==> src/rtl/fetch_stage.sv <==
// -----------------------------------------------------------------------------
// fetch_stage
//
// Instruction-fetch stage of the 5-stage pipeline. Owns the PC register,
// presents it to instruction memory (combinational read), and captures the
// returned word into the IF/ID pipeline register for decode. Reacts to hazard
// stalls/flushes, downstream branch redirects and halt requests, and keeps
// saturating fetch/bubble counters for performance debug.
//
// Handshake: there is no valid/ready pair on this block. Every input is a
// level request sampled on each rising edge of clk. id_valid qualifies the
// IF/ID contents; when it is low the other id_* outputs carry a bubble
// (id_pc = 0, id_pc_plus4 = 0, id_instruction = NOP_INSTR).
//
// Ports:
//   clk             clock, all state updates on the rising edge
//   rst             asynchronous, active-low reset
//   stall_if        hold PC and IF/ID this cycle
//   flush_id        replace IF/ID with a bubble this cycle
//   redirect_valid  taken branch resolved; load redirect_pc
//   redirect_pc     branch target (low two bits dropped, flagged if set)
//   halt_req        stop fetching (enter HALT)
//   imem_addr       current PC to instruction memory
//   imem_instr      instruction at imem_addr, same cycle
//   id_valid        IF/ID holds a real instruction
//   id_pc           PC of the IF/ID instruction
//   id_pc_plus4     id_pc + 4 (link value for BL)
//   id_instruction  instruction word to decode
//   misalign_err    sticky flag: a redirect target was not word aligned
//   fetch_count     saturating count of real instructions captured
//   bubble_count    saturating count of bubbles inserted (RUN/redirect only)
//   fsm_state       debug view of the fetch FSM state (0 BOOT, 1 RUN, 2 HALT)
// -----------------------------------------------------------------------------
module fetch_stage #(
    parameter logic [63:0] RESET_PC  = 64'h0,
    parameter logic [31:0] NOP_INSTR = 32'hD503201F,
    parameter int          CNT_W     = 32
) (
    input  logic             clk,
    input  logic             rst,
    input  logic             stall_if,
    input  logic             flush_id,
    input  logic             redirect_valid,
    input  logic [63:0]      redirect_pc,
    input  logic             halt_req,
    output logic [63:0]      imem_addr,
    input  logic [31:0]      imem_instr,
    output logic             id_valid,
    output logic [63:0]      id_pc,
    output logic [63:0]      id_pc_plus4,
    output logic [31:0]      id_instruction,
    output logic             misalign_err,
    output logic [CNT_W-1:0] fetch_count,
    output logic [CNT_W-1:0] bubble_count,
    output logic [1:0]       fsm_state
);

    // -------------------------------------------------------------------------
    // Types
    // -------------------------------------------------------------------------
    typedef enum logic [1:0] {
        ST_BOOT = 2'd0,
        ST_RUN  = 2'd1,
        ST_HALT = 2'd2
    } state_t;

    typedef enum logic [1:0] {
        PC_HOLD  = 2'd0,
        PC_INC   = 2'd1,
        PC_REDIR = 2'd2
    } pc_sel_t;

    // IF/ID register update selection
    typedef enum logic [1:0] {
        ID_HOLD    = 2'd0,
        ID_BUBBLE  = 2'd1,
        ID_CAPTURE = 2'd2
    } id_sel_t;

    // -------------------------------------------------------------------------
    // State and datapath registers
    // -------------------------------------------------------------------------
    state_t          state_q;
    state_t          state_d;
    logic [63:0]     pc_q;
    logic [63:0]     pc_plus4;
    logic [63:0]     redirect_target;
    logic            redirect_misaligned;

    // Control decoded from state + requests
    pc_sel_t         pc_sel;
    id_sel_t         id_sel;
    logic            bump_fetch;
    logic            bump_bubble;
    logic            set_misalign;

    // 64-bit modulo increment; the PC wraps past all-ones silently.
    assign pc_plus4            = pc_q + 64'd4;
    assign redirect_target     = {redirect_pc[63:2], 2'b00};
    assign redirect_misaligned = |redirect_pc[1:0];

    assign imem_addr = pc_q;
    assign fsm_state = state_q;

    // -------------------------------------------------------------------------
    // FSM: state register
    // -------------------------------------------------------------------------
    always_ff @(posedge clk or negedge rst) begin
        if (!rst) begin
            state_q <= ST_BOOT;
        end else begin
            state_q <= state_d;
        end
    end

    // -------------------------------------------------------------------------
    // FSM: next-state logic
    // -------------------------------------------------------------------------
    always_comb begin
        state_d = state_q;
        case (state_q)
            ST_BOOT: begin
                // Boot lasts exactly one cycle regardless of requests.
                state_d = ST_RUN;
            end
            ST_RUN: begin
                if (redirect_valid) begin
                    state_d = ST_RUN;
                end else if (halt_req) begin
                    state_d = ST_HALT;
                end else begin
                    state_d = ST_RUN;
                end
            end
            ST_HALT: begin
                // Only a redirect restarts fetch.
                if (redirect_valid) begin
                    state_d = ST_RUN;
                end
            end
            default: begin
                state_d = ST_BOOT;
            end
        endcase
    end

    // -------------------------------------------------------------------------
    // FSM: output (control) logic
    //
    // RUN priority: redirect > halt > stall > flush > normal fetch.
    // Stall beats flush so a frozen IF/ID is never clobbered by a bubble
    // while decode is also stalled.
    // -------------------------------------------------------------------------
    always_comb begin
        pc_sel       = PC_HOLD;
        id_sel       = ID_HOLD;
        bump_fetch   = 1'b0;
        bump_bubble  = 1'b0;
        set_misalign = 1'b0;

        case (state_q)
            ST_BOOT: begin
                // IF/ID is loaded with a bubble that is not counted.
                id_sel = ID_BUBBLE;
            end
            ST_RUN: begin
                if (redirect_valid) begin
                    pc_sel       = PC_REDIR;
                    id_sel       = ID_BUBBLE;
                    bump_bubble  = 1'b1;
                    set_misalign = redirect_misaligned;
                end else if (halt_req) begin
                    id_sel      = ID_BUBBLE;
                    bump_bubble = 1'b1;
                end else if (stall_if) begin
                    pc_sel = PC_HOLD;
                    id_sel = ID_HOLD;
                end else if (flush_id) begin
                    pc_sel      = PC_INC;
                    id_sel      = ID_BUBBLE;
                    bump_bubble = 1'b1;
                end else begin
                    pc_sel     = PC_INC;
                    id_sel     = ID_CAPTURE;
                    bump_fetch = 1'b1;
                end
            end
            ST_HALT: begin
                id_sel = ID_BUBBLE;
                if (redirect_valid) begin
                    // Leaving HALT behaves exactly like a RUN-state redirect.
                    pc_sel       = PC_REDIR;
                    bump_bubble  = 1'b1;
                    set_misalign = redirect_misaligned;
                end
            end
            default: begin
                id_sel = ID_BUBBLE;
            end
        endcase
    end

    // -------------------------------------------------------------------------
    // PC register
    // -------------------------------------------------------------------------
    always_ff @(posedge clk or negedge rst) begin
        if (!rst) begin
            pc_q <= RESET_PC;
        end else begin
            case (pc_sel)
                PC_INC:   pc_q <= pc_plus4;
                PC_REDIR: pc_q <= redirect_target;
                default:  pc_q <= pc_q;
            endcase
        end
    end

    // -------------------------------------------------------------------------
    // IF/ID pipeline register
    // -------------------------------------------------------------------------
    always_ff @(posedge clk or negedge rst) begin
        if (!rst) begin
            id_valid       <= 1'b0;
            id_pc          <= 64'd0;
            id_pc_plus4    <= 64'd0;
            id_instruction <= NOP_INSTR;
        end else begin
            case (id_sel)
                ID_BUBBLE: begin
                    id_valid       <= 1'b0;
                    id_pc          <= 64'd0;
                    id_pc_plus4    <= 64'd0;
                    id_instruction <= NOP_INSTR;
                end
                ID_CAPTURE: begin
                    id_valid       <= 1'b1;
                    id_pc          <= pc_q;
                    id_pc_plus4    <= pc_plus4;
                    id_instruction <= imem_instr;
                end
                default: begin
                    id_valid       <= id_valid;
                    id_pc          <= id_pc;
                    id_pc_plus4    <= id_pc_plus4;
                    id_instruction <= id_instruction;
                end
            endcase
        end
    end

    // -------------------------------------------------------------------------
    // Sticky misalignment flag; cleared only by reset.
    // -------------------------------------------------------------------------
    always_ff @(posedge clk or negedge rst) begin
        if (!rst) begin
            misalign_err <= 1'b0;
        end else if (set_misalign) begin
            misalign_err <= 1'b1;
        end
    end

    // -------------------------------------------------------------------------
    // Saturating performance counters: stop at all-ones, never wrap.
    // -------------------------------------------------------------------------
    always_ff @(posedge clk or negedge rst) begin
        if (!rst) begin
            fetch_count <= '0;
        end else if (bump_fetch && (fetch_count != {CNT_W{1'b1}})) begin
            fetch_count <= fetch_count + CNT_W'(1);
        end
    end

    always_ff @(posedge clk or negedge rst) begin
        if (!rst) begin
            bubble_count <= '0;
        end else if (bump_bubble && (bubble_count != {CNT_W{1'b1}})) begin
            bubble_count <= bubble_count + CNT_W'(1);
        end
    end

endmodule

==> config.mk <==
export PLATFORM = sky130hd
export DESIGN_NAME = fetch_stage
export DESIGN_NICKNAME = d
export VERILOG_FILES = /design/src/rtl/fetch_stage.sv
export SDC_FILE = /design/constraint.sdc
export NUM_CORES = 1
export LEC_CHECK = 0
export CORE_AREA = 4 4 169 188
export CTS_BUF_LIST = sky130_fd_sc_hd__clkbuf_16
export DETAILED_ROUTE_END_ITERATION = 6
export DIE_AREA = 0 0 173 192
export HOLD_SLACK_MARGIN = 0.05
export PLACE_DENSITY = 0.82
export SLEW_MARGIN = 20
export SYNTH_ARGS = -nofsm -noshare
export SYNTH_HDL_FRONTEND = slang
export SYNTH_SLANG_ARGS = --single-unit
==> constraint.sdc <==
create_clock -name clk -period 3.4 [get_ports clk]
set_input_delay 0.34 -clock clk [delete_from_list [all_inputs] [get_ports clk]]
set_output_delay 0.34 -clock clk [all_outputs]
set_load 0.005 [all_outputs]
==> metrics.md <==
| Metric | Value |
|---|---|
| CP Capture Type | `flip-flop` |
| Worst path arrival time | `3.62 ns` |
| Fin cells | `2266` |
| CP Class | `reg -> reg` |
| Hold Violations, Final | `0` |
| Fin Setup TNS | `0 ns` |
| DP HPWL | `34000 um` |
| P_int | `7.36 mW` |
| Drt first pass iters | `6` |
| Cts bufs inserted | `30` |
| Post-DRT Antenna Nets | `0` |
| Synth top area cells | `dfrtp_1 (47%), nand2_1 (6.3%), xnor2_1 (4.9%)` |
| Placed instance area | `0.0187 mm2` |
| Hold Crit Depth | `3` |
| Asr flop ratio synth | `100%` |
| Synth area leader | `dfrtp_1` |
| Total Routing Usage GR | `27.8%` |
| Final instance area | `0.0197 mm2` |
| CP bufs+invs | `4` |
| Placed insts | `2208` |
| Hold wc startpoint | `imem_instr[14]` |
| Mapped cell area | `0.0144 mm2` |
| Avg Cell Area, Syn | `9.44 um2` |
| Core area | `0.0300 mm2` |
| Tmin final | `3.19 ns` |
| 1st-iter DRT viols | `1279` |
| Std-Cell Rows | `67` |
| Final design utilization | `65.7%` |
| Reg2reg path depth | `12` |
| Final setup vio count | `0` |
| Critical Path Start | `fsm_state[1]$_DFFE_PN0P_` |
| Slew margin rel. | `36.2%` |
| CP cell instances | `inv_1 -> ha_1 -> nor4b_1 -> nand2_1 -> ha_4 -> buf_12 -> inv_1 -> nand2_1 -> buf_4 -> nor4_1 -> a222oi_1 -> nand2_1` |
| Postcts setup bufs | `0` |
| Maximum clock frequency | `0.314 GHz` |
| Crit start category | `flip-flop` |
| Clock network power share | `28.6%` |
| Layout cells sized above 1 | `6.85%` |
| CTS tree | `yes` |
| Net switching power | `4.17 mW` |
| Die footprint | `0.0332 mm2` |
| R2r setup slk | `0.21 ns` |
| PortBufs | `387` |
| H-tree Lvls | `1` |
| Part of the power in registers | `38.5%` |
| Clk Latency, worst-skew pair | `0.56 ns` |
| Clock Skew | `0.0157 ns` |
| # nets final | `1972` |
| Status | `finished clean` |
| Clock slew at reported path FFs | `0.06 ns` |
| Max VDD drop | `0.000366 V` |
| Final-report max-slew violation count | `0` |
| Hold endpoint | `id_instruction[14]$_DFFE_PN0P_` |
| Top-area cell type share of the netlist area | `47.3%` |
| Num ports | `394` |
| Metal3 WL | `4020 um` |
| Synth Flop Type | `dfrtp_1` |
| Sequential share of the synthesized area | `49.7%` |
| Yosys reg bits | `286` |
| Worst R2R End | `imem_addr[60]$_DFFE_PN0P_` |
| Routability Congestion | `0.934` |
| Die width | `173 um` |
| Clock Tree Buf Depth | `3` |
| Fillers | `2377` |
| Hold crit path type | `in -> reg` |
| RSZ-0062 raised after global routing | `false` |
| GR Overflow Total | `0` |
| # clock sinks | `286` |
| CP Data Required Time | `3.83 ns` |
| Vias per cell | `5.96` |
| Sw frac | `36.1%` |
| Die H | `192 um` |
| Largest net degree at the start of global routing | `107` |
| Worst-path maximum fanout | `88` |
| Layout Area Growth over Synthesis | `36.5%` |
| Post-Route WL | `47800 um` |
| Multi-input logic area | `0.00670 mm2` |
| Post-synth EDFFs | `0` |
| Final Cycle Share | `93.8%` |
| Initial antenna violation count | `5` |
| DRC viols | `0` |
| Slowest-stage cell, CP | `dfrtp_1` |
| Worst Max-Slew Pin Slew | `0.956 ns` |
| Most frequent CP cell | `nand2_1` |
| FF+latch area | `0.00717 mm2` |
| Leak Pwr | `8.02 nW` |
| Yosys cell types | `63` |
| DR top layer | `met5` |
| CP max stage delay | `0.43 ns` |
| First-pass GRT wire length | `75500 um` |
| Vias | `13500` |
| Root Driver | `clkbuf_16` |
| DR WL/cell | `21.1 um` |
| Worst hold margin | `0.352 ns` |
| Met2 WL post-DR | `23500 um` |
| Cell family with the largest share of critical-path delay | `simple AND/OR/NAND/NOR gates` |
| Synth Instances | `1529` |
| Power Density | `585 mW/mm2` |
| Initial core utilization | `48.1%` |
| Vias in the first global route | `13200` |
| Comb pwr share | `32.8%` |
| Wire length on met1 | `18500 um` |
| Ys Warns | `0` |
| Reg2reg start | `fsm_state[1]$_DFFE_PN0P_` |
| Maxcap violations | `0` |
==> layout by cell type (no fill, tap or decap), types with 20 or more instances in the layout <==
cell / n
a21oi_1: 28
a22oi_1: 30
and3_1: 29
buf_4: 37
clkbuf_16: 31
clkdlybuf4s50_1: 386
dfrtp_1: 273
inv_1: 26
nand2_1: 242
nand2b_1: 20
nand3_1: 85
nand4_1: 53
nor2_1: 57
nor3_1: 23
nor4_1: 33
o21ai_0: 110
or4_1: 25
xnor2_1: 80
xor2_1: 22
==> worst register-to-register path: cells and delay by family, from the launching register on <==
| family | cells | cell delay (ns) |
|---|---|---|
| buffers and inverters | 4 | 0.76 |
| AOI/OAI and AO/OA | 1 | 0.36 |
| DFF | 1 | 0.43 |
| and+or+nand+nor | 5 | 0.93 |
| adders and majority gates | 2 | 0.58 |
==> power by group through the flow <==
stage                     registers (mW)  logic [mW]  clock network (mW)
final                               4.44        3.78                3.30
after global routing                4.50        4.11                3.50
after CTS                           4.42        3.74                3.36
after detailed placement            4.47        3.72                   0
after global placement              4.45        3.61                   0
after floorplan                     4.15        2.32                   0
==> layout make-up <==
class | instances | share of cell area [%]
clock inverters | 23 | 1.03
inverters | 20 | 0.381
well taps | 379 | 2.41
clock buffers | 31 | 3.94
multi-input cells | 1091 | 34.0
repair buffers | 432 | 21.8
flip-flops and latches | 286 | 36.4
diodes | 4 | 0.0508
==> sequential cells by signal (all words and copies together), names as in the netlist <==
name and cells:
id_pc_plus4 62, imem_addr 62, fetch_count 32, id_valid 1
fsm_state 2, bubble_count 32, id_instruction 32, id_pc 62
misalign_err 1
==> stage by stage <==
stage / total power, mW / setup slack, ns
floorplan: 6.48 / 0.759
global placement: 8.06 / 0.303
detailed placement: 8.19 / 0.177
CTS: 11.5 / 0.287
global route: 12.1 / 0.00596
finish: 11.5 / 0.212
==> cell usage after synthesis, drive strengths merged, types with 4 or more instances <==
master	instances
mux2	4
nand3	85
dfstp	13
o211ai	14
ha	9
a2bb2oi	9
a22o	18
xnor2	80
xor2	22
nor2b	10
buf	37
o31a	14
dfrtp	273
o21ai	113
o22ai	9
a21o	9
nand2	242
nand3b	7
a22oi	30
nand2b	21
or4	25
nor3	23
nand4	55
or2	4
nor4	42
clkbuf	100
and4	19
inv	20
o31ai	8
nor2	59
and3	29
mux2i	16
a32oi	6
o311ai	9
a31oi	12
or3	7
a21oi	28
o22a	7
a222oi	7
and2	6
==> how the worst max path moves through the flow <==
stage	to	cells past startpoint
2_1_floorplan	imem_addr[44]$_DFFE_PN0P_	9
3_3_place_gp	imem_addr[57]$_DFFE_PN0P_	10
3_5_place_dp	imem_addr[57]$_DFFE_PN0P_	10
4_1_cts	imem_addr[57]$_DFFE_PN0P_	11
5_1_grt	imem_addr[60]$_DFFE_PN0P_	12
6_report	imem_addr[60]$_DFFE_PN0P_	12
==> metal layers <==
metal  vias to the layer above  track usage [%]
li1                       6170                -
met1                      6619             35.3
met2                       609             46.5
met3                       108             6.59
met4                         2             10.9
met5                         -                0
==> timing repair <==
action / 4_1_cts / 5_1_grt
endpoints found under the setup margin: 0 / 4
hold endpoints to repair: 102 / 0
hold buffers: 1 / 0
resized for setup: 0 / 1
==> cell families after synthesis <==
| group | synth area share (%) |
|---|---|
| AOI/OAI and AO/OA | 14.5 |
| xor gates and xnor gates | 6.19 |
| adders and majority gates | 0.780 |
| buffers and inverters | 4.45 |
| DFF | 49.7 |
| muxes | 1.42 |
| other | 0.0260 |
| and+or+nand+nor | 22.9 |
Power figures use the tool's default switching activity.
